### config.mk
export PLATFORM = sky130hd
export DESIGN_NAME = trig_lookup_arbiter_flat
export DESIGN_NICKNAME = d
export VERILOG_FILES = /design/src/rtl/trig_lookup_arbiter_pkg.sv /design/src/rtl/trig_lookup_arbiter_if.sv /design/src/rtl/trig_lookup_arbiter_rr_arbiter.sv /design/src/rtl/trig_lookup_arbiter.sv /design/src/flat_wrapper.sv
export SDC_FILE = /design/constraint.sdc
export NUM_CORES = 1
export LEC_CHECK = 0
export ABC_AREA = 1
export BUFFER_PORTS_ARGS = -buffer_cell sky130_fd_sc_hd__buf_2
export CAP_MARGIN = 40
export CORE_MARGIN = 4
export CORE_UTILIZATION = 54
export CTS_BUF_LIST = sky130_fd_sc_hd__clkbuf_4
export DETAILED_ROUTE_END_ITERATION = 6
export PLACE_DENSITY = 0.85
export SYNTH_ARGS = -nofsm -noshare
export SYNTH_HDL_FRONTEND = slang
export SYNTH_HIERARCHICAL = 1
export SYNTH_SLANG_ARGS = --single-unit
### constraint.sdc
create_clock -name clk -period 3.35 [get_ports clk]
set_clock_uncertainty 0.1 [all_clocks]
set_input_delay 0.1675 -clock clk [delete_from_list [all_inputs] [get_ports clk]]
set_output_delay 0.1675 -clock clk [all_outputs]
set_load 0.005 [all_outputs]
### src/rtl/trig_lookup_arbiter_pkg.sv
// -----------------------------------------------------------------------------
// trig_pkg
// Shared types and helpers for the trig lookup arbiter.
//   t_trig_state : FSM state encoding
//   TRIG_W       : width of the sin/cos results and of the table Q
//   rr_pick()    : round-robin winner search (one-hot winner, index, any)
// -----------------------------------------------------------------------------
package trig_pkg;

    localparam int TRIG_W = 16;

    // rr_pick works on a fixed maximum width so that one function serves
    // every legal N_REQ (2..8); callers zero-extend and pass the real count.
    localparam int RR_MAX   = 8;
    localparam int RR_IDX_W = 3;

    typedef enum logic [2:0] {
        IDLE,
        RD_SIN,
        RD_COS,
        CAP_COS,
        RESP
    } t_trig_state;

    typedef struct packed {
        logic                any;
        logic [RR_IDX_W-1:0] idx;
        logic [RR_MAX-1:0]   win;
    } t_rr_pick;

    // First set bit of req searching upward from ptr, wrapping modulo n.
    function automatic t_rr_pick rr_pick(input logic [RR_MAX-1:0]   req,
                                         input logic [RR_IDX_W-1:0] ptr,
                                         input int                  n);
        t_rr_pick r;
        int       k;
        r = '0;
        for (int i = 0; i < RR_MAX; i++) begin
            if (i < n && !r.any) begin
                k = (int'(ptr) + i) % n;
                if (req[k]) begin
                    r.any    = 1'b1;
                    r.idx    = RR_IDX_W'(k);
                    r.win[k] = 1'b1;
                end
            end
        end
        return r;
    endfunction

endpackage

### src/rtl/trig_lookup_arbiter_if.sv
// -----------------------------------------------------------------------------
// trig_lookup_arbiter_if
// Bundles the requester-side and table-side signals of the trig lookup arbiter.
//   req      : per-requester request level
//   angle    : packed per-requester angle, angle[i] = angle[i*COUNT_SIZE +: COUNT_SIZE]
//   grant    : one-hot acceptance pulse
//   done     : one-hot result-valid pulse
//   sin_out  : sin result, held until next done
//   cos_out  : cos result, held until next done
//   busy     : arbiter not idle
//   tbl_addr : sine table address
//   tbl_q    : sine table data (1-cycle registered read)
// Modports: slave = the arbiter, master = requesters + table side.
// -----------------------------------------------------------------------------
interface trig_lookup_arbiter_if
    import trig_pkg::*;
#(
    parameter int N_REQ      = 4,
    parameter int COUNT_SIZE = 8
);

    logic [N_REQ-1:0]            req;
    logic [N_REQ*COUNT_SIZE-1:0] angle;
    logic [N_REQ-1:0]            grant;
    logic [N_REQ-1:0]            done;
    logic [TRIG_W-1:0]           sin_out;
    logic [TRIG_W-1:0]           cos_out;
    logic                        busy;
    logic [COUNT_SIZE-1:0]       tbl_addr;
    logic [TRIG_W-1:0]           tbl_q;

    modport slave (
        input  req, angle, tbl_q,
        output grant, done, sin_out, cos_out, busy, tbl_addr
    );

    modport master (
        output req, angle, tbl_q,
        input  grant, done, sin_out, cos_out, busy, tbl_addr
    );

endinterface

### src/rtl/trig_lookup_arbiter_rr_arbiter.sv
// -----------------------------------------------------------------------------
// rr_arbiter
// Purely combinational round-robin selector.
//   req     : request vector
//   ptr     : index that has highest priority this round
//   win     : one-hot winner (all zero when no request)
//   win_idx : winner index
//   any     : at least one request present
// -----------------------------------------------------------------------------
module rr_arbiter
    import trig_pkg::*;
#(
    parameter int N_REQ = 4,
    parameter int IDX_W = (N_REQ > 1) ? $clog2(N_REQ) : 1
) (
    input  logic [N_REQ-1:0] req,
    input  logic [IDX_W-1:0] ptr,
    output logic [N_REQ-1:0] win,
    output logic [IDX_W-1:0] win_idx,
    output logic             any
);

    t_rr_pick pick;
    logic     unused_pick_bits;

    assign pick    = rr_pick(RR_MAX'(req), RR_IDX_W'(ptr), N_REQ);
    assign win     = pick.win[N_REQ-1:0];
    assign win_idx = pick.idx[IDX_W-1:0];
    assign any     = pick.any;

    // Upper bits of the fixed-width pick are always zero for small N_REQ.
    assign unused_pick_bits = ^pick;

endmodule

### src/rtl/trig_lookup_arbiter.sv
// -----------------------------------------------------------------------------
// trig_lookup_arbiter
// Shares one registered sine table among N_REQ requesters. Each granted
// request reads sin at ADDR = angle and cos at ADDR = angle + QUARTER, then
// returns both with a one-cycle one-hot done pulse. Round-robin arbitration.
//
// Ports:
//   clk    : system clock
//   resetN : asynchronous active-low reset
//   bus    : trig_lookup_arbiter_if.slave (req, angle, grant, done,
//            sin_out, cos_out, busy, tbl_addr, tbl_q)
//
// Optional feature (macro TRIG_LOOKUP_CACHE_EN):
//   one-entry result cache; a winner whose angle matches the cached angle
//   skips the table reads and goes straight to RESP (done one cycle after
//   grant). Without the macro every request takes the full sequence.
//
// Timing: grant is combinational in the accepting IDLE cycle G; done,
// sin_out and cos_out are registered and become visible in RESP (G+4).
//
//   state   | meaning
//   --------+------------------------------------------------------------
//   IDLE    | arbitrate; grant winner, latch its index and angle
//   RD_SIN  | tbl_addr = ang_r (sin read issued)
//   RD_COS  | tbl_addr = ang_r + QUARTER; capture sin from tbl_q
//   CAP_COS | capture cos from tbl_q; load outputs, arm done
//   RESP    | done visible; advance round-robin pointer
// -----------------------------------------------------------------------------
module trig_lookup_arbiter
    import trig_pkg::*;
#(
    parameter int N_REQ      = 4,
    parameter int COUNT_SIZE = 8
) (
    input  logic                  clk,
    input  logic                  resetN,
    trig_lookup_arbiter_if.slave  bus
);

    localparam int                    IDX_W   = (N_REQ > 1) ? $clog2(N_REQ) : 1;
    localparam logic [COUNT_SIZE-1:0] QUARTER = COUNT_SIZE'(2 ** (COUNT_SIZE - 2));

    t_trig_state           state;
    logic [IDX_W-1:0]      rr_ptr;
    logic [IDX_W-1:0]      idx;
    logic [COUNT_SIZE-1:0] ang_r;
    logic [TRIG_W-1:0]     sin_r;

    logic [N_REQ-1:0]      win;
    logic [IDX_W-1:0]      win_idx;
    logic                  win_any;
    logic [COUNT_SIZE-1:0] win_ang;
    logic [IDX_W-1:0]      rr_next;

    rr_arbiter #(
        .N_REQ (N_REQ),
        .IDX_W (IDX_W)
    ) u_rr_arbiter (
        .req     (bus.req),
        .ptr     (rr_ptr),
        .win     (win),
        .win_idx (win_idx),
        .any     (win_any)
    );

    assign win_ang = bus.angle[int'(win_idx) * COUNT_SIZE +: COUNT_SIZE];
    assign rr_next = (idx == IDX_W'(N_REQ - 1)) ? '0 : idx + 1'b1;

    // Gated by resetN so a request held during reset is not shown as accepted.
    assign bus.grant = (state == IDLE && resetN) ? win : '0;
    assign bus.busy  = (state != IDLE);

    always_comb begin
        bus.tbl_addr = '0;
        case (state)
            RD_SIN:  bus.tbl_addr = ang_r;
            RD_COS:  bus.tbl_addr = ang_r + QUARTER;
            default: bus.tbl_addr = '0;
        endcase
    end

`ifdef TRIG_LOOKUP_CACHE_EN
    logic                  c_valid;
    logic [COUNT_SIZE-1:0] c_ang;
    logic [TRIG_W-1:0]     c_sin;
    logic [TRIG_W-1:0]     c_cos;
    logic                  hit;

    assign hit = c_valid && (win_ang == c_ang);

    // Outputs are already final in RESP, so the cache copies them directly.
    always_ff @(posedge clk or negedge resetN) begin
        if (!resetN) begin
            c_valid <= 1'b0;
            c_ang   <= '0;
            c_sin   <= '0;
            c_cos   <= '0;
        end else if (state == RESP) begin
            c_valid <= 1'b1;
            c_ang   <= ang_r;
            c_sin   <= bus.sin_out;
            c_cos   <= bus.cos_out;
        end
    end
`endif

    always_ff @(posedge clk or negedge resetN) begin
        if (!resetN) begin
            state       <= IDLE;
            rr_ptr      <= '0;
            idx         <= '0;
            ang_r       <= '0;
            sin_r       <= '0;
            bus.done    <= '0;
            bus.sin_out <= '0;
            bus.cos_out <= '0;
        end else begin
            bus.done <= '0;
            case (state)
                IDLE: begin
                    if (win_any) begin
                        idx   <= win_idx;
                        ang_r <= win_ang;
`ifdef TRIG_LOOKUP_CACHE_EN
                        if (hit) begin
                            bus.sin_out <= c_sin;
                            bus.cos_out <= c_cos;
                            bus.done    <= win;
                            state       <= RESP;
                        end else begin
                            state <= RD_SIN;
                        end
`else
                        state <= RD_SIN;
`endif
                    end
                end
                RD_SIN: begin
                    state <= RD_COS;
                end
                RD_COS: begin
                    sin_r <= bus.tbl_q;
                    state <= CAP_COS;
                end
                CAP_COS: begin
                    // cos goes straight into its output register so that
                    // done and both results appear together in RESP.
                    bus.sin_out <= sin_r;
                    bus.cos_out <= bus.tbl_q;
                    bus.done    <= N_REQ'(1) << idx;
                    state       <= RESP;
                end
                RESP: begin
                    rr_ptr <= rr_next;
                    state  <= IDLE;
                end
                default: begin
                    state <= IDLE;
                end
            endcase
        end
    end

endmodule

### src/flat_wrapper.sv
// flat-port wrapper written by rule: the top's interface ports become plain ports
module trig_lookup_arbiter_flat import trig_pkg::*;
#(
    parameter int N_REQ      = 4,
    parameter int COUNT_SIZE = 8
)
  (clk, resetN, bus_req, bus_angle, bus_tbl_q, bus_grant, bus_done, bus_sin_out, bus_cos_out, bus_busy, bus_tbl_addr);
  trig_lookup_arbiter_if #(.N_REQ(N_REQ), .COUNT_SIZE(COUNT_SIZE)) bus_i ();
  input  logic clk;
  input  logic resetN;
  input wire logic [$bits(bus_i.req)-1:0] bus_req;
  input wire logic [$bits(bus_i.angle)-1:0] bus_angle;
  input wire logic [$bits(bus_i.tbl_q)-1:0] bus_tbl_q;
  output wire logic [$bits(bus_i.grant)-1:0] bus_grant;
  output wire logic [$bits(bus_i.done)-1:0] bus_done;
  output wire logic [$bits(bus_i.sin_out)-1:0] bus_sin_out;
  output wire logic [$bits(bus_i.cos_out)-1:0] bus_cos_out;
  output wire logic [$bits(bus_i.busy)-1:0] bus_busy;
  output wire logic [$bits(bus_i.tbl_addr)-1:0] bus_tbl_addr;
  assign bus_i.req = bus_req;
  assign bus_i.angle = bus_angle;
  assign bus_i.tbl_q = bus_tbl_q;
  assign bus_grant = bus_i.grant;
  assign bus_done = bus_i.done;
  assign bus_sin_out = bus_i.sin_out;
  assign bus_cos_out = bus_i.cos_out;
  assign bus_busy = bus_i.busy;
  assign bus_tbl_addr = bus_i.tbl_addr;
  trig_lookup_arbiter #(.N_REQ(N_REQ), .COUNT_SIZE(COUNT_SIZE)) u_core (.clk(clk), .resetN(resetN), .bus(bus_i));
endmodule
==> results of run 1 <==
[state kept, by name, summed over array words and instances (netlist names)]
| register | count |
|---|---|
| u_core/idx | 2 |
| u_core/bus.cos_out | 16 |
| u_core/state | 3 |
| u_core/sin_r | 16 |
| u_core/ang_r | 8 |
| u_core/rr_ptr | 2 |
| u_core/bus.sin_out | 16 |
| u_core/bus.done | 4 |
[metrics by stage]
stage          util [%]  area (µm²)  hold slack (ns)
3_3_place_gp       63.7        4050            0.330
6_report           69.0        4380           0.0257
2_1_floorplan         -        3520           -0.228
5_1_grt            69.0        4380           0.0303
4_1_cts            69.0        4380          0.00423
3_5_place_dp       63.7        4050            0.334
[final timing paths]
kind / from / endpoint / slack [ns] / cells after the start
worst max-delay path: u_core/rr_ptr[0]$_DFFE_PN0N_ / u_core/ang_r[1]$_DFFE_PN0P_ / 0.46 / 15
worst min-delay path: bus_angle[2] / u_core/ang_r[2]$_DFFE_PN0P_ / 0.03 / 7
worst max register to register: u_core/rr_ptr[0]$_DFFE_PN0N_ / u_core/ang_r[1]$_DFFE_PN0P_ / 0.46 / 15
worst min register to register: u_core/sin_r[0]$_DFFE_PN0N_ / u_core/bus.sin_out[0]$_DFFE_PN0P_ / 0.38 / 2
max in group asynchronous: resetN / u_core/bus.sin_out[14]$_DFFE_PN0P_ / 2.18 / 3
min in group asynchronous: resetN / u_core/bus.sin_out[4]$_DFFE_PN0P_ / 0.39 / 3
[critical path: stages, from the launching register on]
cell and delay [ns]:
dfrtp_1 0.54, inv_2 0.15, ha_1 0.37, inv_1 0.09
nand2_2 0.09, nand2_4 0.07, nor2_8 0.12, nand2_2 0.08
nor2_4 0.13, nor2_1 0.06, nor2_2 0.30, clkinv_1 0.33
nand3_1 0.17, nand2_1 0.06, nand2_1 0.06, nand2_1 0.06
[layer usage]
metal  wire length, µm  part of all wire [%]
met1              3460                    43
met2              4070                    50
met4               119                   1.5
met5                 0                     0
met3               464                   5.7
[cell families (layout without fill, tap and decap cells)]
family                   Yosys count  count (layout)  share of synthesized area [%]
flip-flops                        67              67                           47.6
AO/OA/AOI/OAI                     45              45                           6.79
AND/OR/NAND/NOR                  240             240                           29.7
adder cells (fa/ha/maj)           10              10                           3.55
XOR/XNOR                           1               1                          0.249
buffers and inverters             98             221                           11.8
multiplexers                       1               1                          0.284
[power by group]
part           internal [mW]  total, mW  switching (mW)
clock                  0.312      0.608           0.295
sequential              1.19       1.45           0.258
combinational          0.846       2.29            1.44
[cell type report]
class	instances	area (µm²)
Fill cell	514	1970
Sequential cell	67	1680
Multi-Input combinational cell	297	1430
Timing Repair Buffer	121	696
Inverter	84	318
Tap cell	77	96.3
Clock inverter	6	90.1
Clock buffer	10	75.1
[layout by cell type, fill, tap and decap left out, drive strengths merged]
cell type      n
inv           83
mux2i          1
xnor2          1
clkinvlp       1
o21ai         37
bufinv         2
clkinv         4
clkbuf        10
ha            10
nor2          23
a21boi         5
dfrtp         67
nand3         35
buf          104
o22ai          1
a21oi          2
dlygate4sd3   17
nand2        182
[repair_timing]
| item | in CTS | in global routing |
|---|---|---|
| hold endpoints to repair | 99 | 0 |
| endpoints found under the setup margin | 0 | 0 |
| hold buffers | 17 | 0 |
==> results_dict.tcl, run 1 <==
set metrics [dict create \
    status "complete, no violations" \
    rsz0062_at_grt "false" \
    dp_slack_ns 0.478 \
    synth_top_cells_by_count "174 x nand2_1, 76 x inv_1, 67 x dfrtp_1" \
    use_met2_pct 36.1 \
    tightestPinTransition_ns 0.832 \
    final_nets 644 \
    start_util_pct 55.4 \
    cts.sinks 67 \
    cts_made_buffers 9 \
    vias 3221 \
    crit_arrival_ns 3.09 \
    post_cts_buffers 0 \
    critPathKind "reg2reg" \
    vias_per_cell 4.87 \
    end_kind "register" \
    synth-main-ff-cell "dfrtp_1" \
    gr-total-overflow 0 \
    gr-max-usage-layer "met2" \
    gp_congestion 0.821 \
    netlist.area_leader.share_pct 47.6 \
    synth_seq_area_share_pct 47.6 \
    path_max_fanout 10 \
    clkLatencyLatePin_ns 0.41 \
    detail_route.wl_per_cell_um 12.3 \
    final_cells 662 \
    clock.fmax_ghz 0.346 \
    slew_violations 0 \
    cap_viol_max_count 0 \
    setup_ws_ns 0.457 \
    max-slew-margin-rel_pct 44.6 \
    synth.cell_area_um2 3520 \
    synth_top_area_cell "dfrtp_1" \
    antenna_left 0 \
    fin_crit_ns 2.89 \
    die_area_um2 7880 \
    clkTransAtPathRegs_ns 0.11 \
    route.detailed.drc 0 \
    leakagePower_nw 2.63 \
    synth.area.top_cells "dfrtp_1 48%, nand2_1 19%, inv_1 8.1%, nand3_1 4.3%, ha_1 3.6%" \
    use_met3_pct 6.24 \
    setup_viol 0 \
    synth-edff-count 0 \
    start_kind "register" \
    ir_worst_vdd_mv 0.504 \
    grt_start_max_net_pins 68 \
    grt_use_total_pct 22.0 \
    htreeDepth 3 \
    grtUsageMet1_pct 28.7 \
    ys_seq_elements 67 \
    synthCells 462 \
    routed_wl_mm 8.11 \
    first_global_vias 3108 \
    setup_tns_ns 0 \
    synth.avg_cell_area_um2 7.62 \
    ys_warn_count 6 \
    clk_path_buf_depth 2 \
    ys_async_sr_fraction_pct 100 \
    dpl.cell_count 629 \
    syn_nets 526 \
    io_pins 103 \
    ys_types 26 \
    drive_gt1_share_pct 24.6 \
    pwr_density_cell_nw_per_um2 991 \
    antenna_found_initial 0 \
    diodes 0 \
    timing.final.crit_share_pct 86.4 \
    yosys.cell_count.top_type "nand2_1" \
    drt-initial-drc-count 102 \
    root_buffer "clkbuf_4" \
    place_hpwl_mm 5.68 \
    total_power_mw 4.34 \
    num_rows 29 \
    die_w_um 88.7 \
    firstDrtPassIters 6 \
    cts_tree "built" \
    areaGrowthSynthToFinish_pct 24.4 \
    min-delay-path-class "in2reg" \
    worstPathRequired_ns 3.55 \
    die_h_um 88.7 \
    io_buffers 102 \
    core_um2 6350 \
    cts_resized 0 \
    final_hold_viol_count 0 \
    grt_pass1_wl_mm 13.6 \
]
No activity file was read; power rests on OpenSTA's default activity.
==> inputs of run 2 (changes only) <==
- clock period: 3.35 -> 2.9 ns (I/O delays scaled with it)
==> results_dict.tcl, run 2 (synthesized netlist as in run 1, its figures left out) <==
set metrics [dict create \
    status "complete, no violations" \
    reg.largest.list "u_core/bus.cos_out x16, u_core/bus.sin_out x16, u_core/sin_r x16" \
    start_util_pct 55.4 \
    setup_ws_ns 0.260 \
    areaGrowthSynthToFinish_pct 25.2 \
    reg2regPathDepth 14 \
    min-delay-path-class "in2reg" \
    grt_use_total_pct 20.0 \
    timing.final.crit_share_pct 91.1 \
    cts_resized 0 \
    io_pins 103 \
    setup_tns_ns 0 \
    cpMostUsedCell "inv_1" \
    gr-total-overflow 0 \
    diodes 0 \
    hold_depth 7 \
    rsz0062_at_grt "false" \
    core_um2 6350 \
    ir_worst_vdd_mv 0.644 \
    root_buffer "clkbuf_4" \
    slew_violations 0 \
    crit_arrival_ns 2.40 \
    cts_tree "built" \
    final_nets 646 \
    dp_slack_ns 0.284 \
    place_hpwl_mm 5.52 \
    cts.sinks 67 \
    pwr_density_cell_nw_per_um2 1150 \
    clock.fmax_ghz 0.379 \
    worstPathCellList "inv_1, ha_1, inv_1, nand2_2, nand2_4, nor2_8, nand2_2, nor2_4, nand2_1, nand3_1, inv_1, nor2_1, buf_2" \
    dpl.cell_count 631 \
    critical_path_cell_count 13 \
    critPathKind "reg2out" \
    critPathBufInv 4 \
    clk_path_buf_depth 2 \
    htreeDepth 3 \
    grt_pass1_wl_mm 12.4 \
    firstDrtPassIters 4 \
    finalCoreUtilization_pct 69.4 \
    die_h_um 88.7 \
    antenna_left 0 \
    worstPathRequired_ns 2.65 \
    drt-initial-drc-count 168 \
    antenna_found_initial 0 \
    start_kind "register" \
    drive_gt1_share_pct 24.7 \
    detail_route.wl_per_cell_um 11.5 \
    die_w_um 88.7 \
    final_hold_viol_count 0 \
    layout_commonest_cell "nand2_1" \
    final_cell_mix "174 x nand2_1, 102 x buf_2, 76 x inv_1, 67 x dfrtp_1, 30 x nand3_1" \
    max-slew-margin-rel_pct 47.2 \
    first_global_vias 2931 \
    cts_made_buffers 9 \
    end_kind "primary output" \
    grt_start_max_net_pins 68 \
    fin_crit_ns 2.64 \
    leakagePower_nw 2.65 \
    gp_congestion 0.821 \
    clkLatencyLatePin_ns 0.40 \
    path_max_fanout 7 \
    slowest_delay_ns 0.46 \
    num-fill-cells 538 \
    cp_top_family "simple AND/OR/NAND/NOR gates" \
    routed_wl_mm 7.64 \
    final_cells 664 \
    vias 3181 \
    num_rows 29 \
    io_buffers 102 \
    vias_per_cell 4.79 \
    die_area_um2 7880 \
    tightestPinTransition_ns 0.792 \
    setup_viol 0 \
    cap_viol_max_count 0 \
    cp_slowest_cell "dfrtp_1" \
    route.detailed.drc 0 \
    clkTransAtPathRegs_ns 0.10 \
]
==> run 2: through the flow <==
step / cell area, µm² / total power [mW] / hold WS (ns)
2_1_floorplan: 3520 / 3.61 / -0.251
3_3_place_gp: 4060 / 4.21 / 0.307
3_5_place_dp: 4060 / 4.33 / 0.312
4_1_cts: 4410 / 5.12 / 0.000433
5_1_grt: 4410 / 5.59 / 0.0238
6_report: 4410 / 5.08 / 0.0222
==> run 2: layout make-up <==
type	instances	area [µm²]	area share, %
Clock buffer	10	75.1	1.70
Multi-Input combinational cell	297	1430	32.4
Tap cell	77	96.3	2.19
Timing Repair Buffer	123	711	16.1
Inverter	84	318	7.21
Sequential cell	67	1680	38.0
Clock inverter	6	104	2.36
==> run 2: metal layers <==
layer / vias up / share of wire [%] / GRT usage [%] / wire [µm]
li1: 1636 / - / - / -
met1: 1473 / 44 / 25.1 / 3360
met2: 68 / 50 / 34.0 / 3800
met3: 4 / 5.7 / 5.77 / 433
met4: 0 / 0.50 / 4.95 / 38
met5: - / 0 / 0 / 0
==> run 2: worst paths after layout <==
kind / from / endpoint / slack (ns)
worst max-delay path: u_core/rr_ptr[1]$_DFFE_PN0N_ / bus_grant[0] / 0.26
worst min-delay path: bus_angle[3] / u_core/ang_r[3]$_DFFE_PN0P_ / 0.02
worst max register to register: u_core/rr_ptr[1]$_DFFE_PN0N_ / u_core/ang_r[1]$_DFFE_PN0P_ / 0.27
worst min register to register: u_core/sin_r[7]$_DFFE_PN0N_ / u_core/bus.sin_out[7]$_DFFE_PN0P_ / 0.38
max in group asynchronous: resetN / u_core/bus.cos_out[13]$_DFFE_PN0P_ / 1.80
min in group asynchronous: resetN / u_core/bus.sin_out[3]$_DFFE_PN0P_ / 0.38
==> run 2: worst register-to-register path: cells and delay by family (launching register included) <==
family,cells,cell delay (ns)
flip-flops,1,0.46
buffers and inverters,4,0.67
AND/OR/NAND/NOR,7,0.62
AO/OA/AOI/OAI,2,0.33
adder cells (fa/ha/maj),1,0.36
==> run 2: repair_timing <==
action | in CTS | in global routing
setup buffers | 0 | 0
hold buffers | 17 | 0
hold endpoints to repair | 99 | 0
==> run 2: where the power goes <==
part	switching [mW]	internal [mW]	total, mW
sequential	0.277	1.37	1.65
combinational	1.67	1.01	2.68
clock	0.310	0.441	0.751
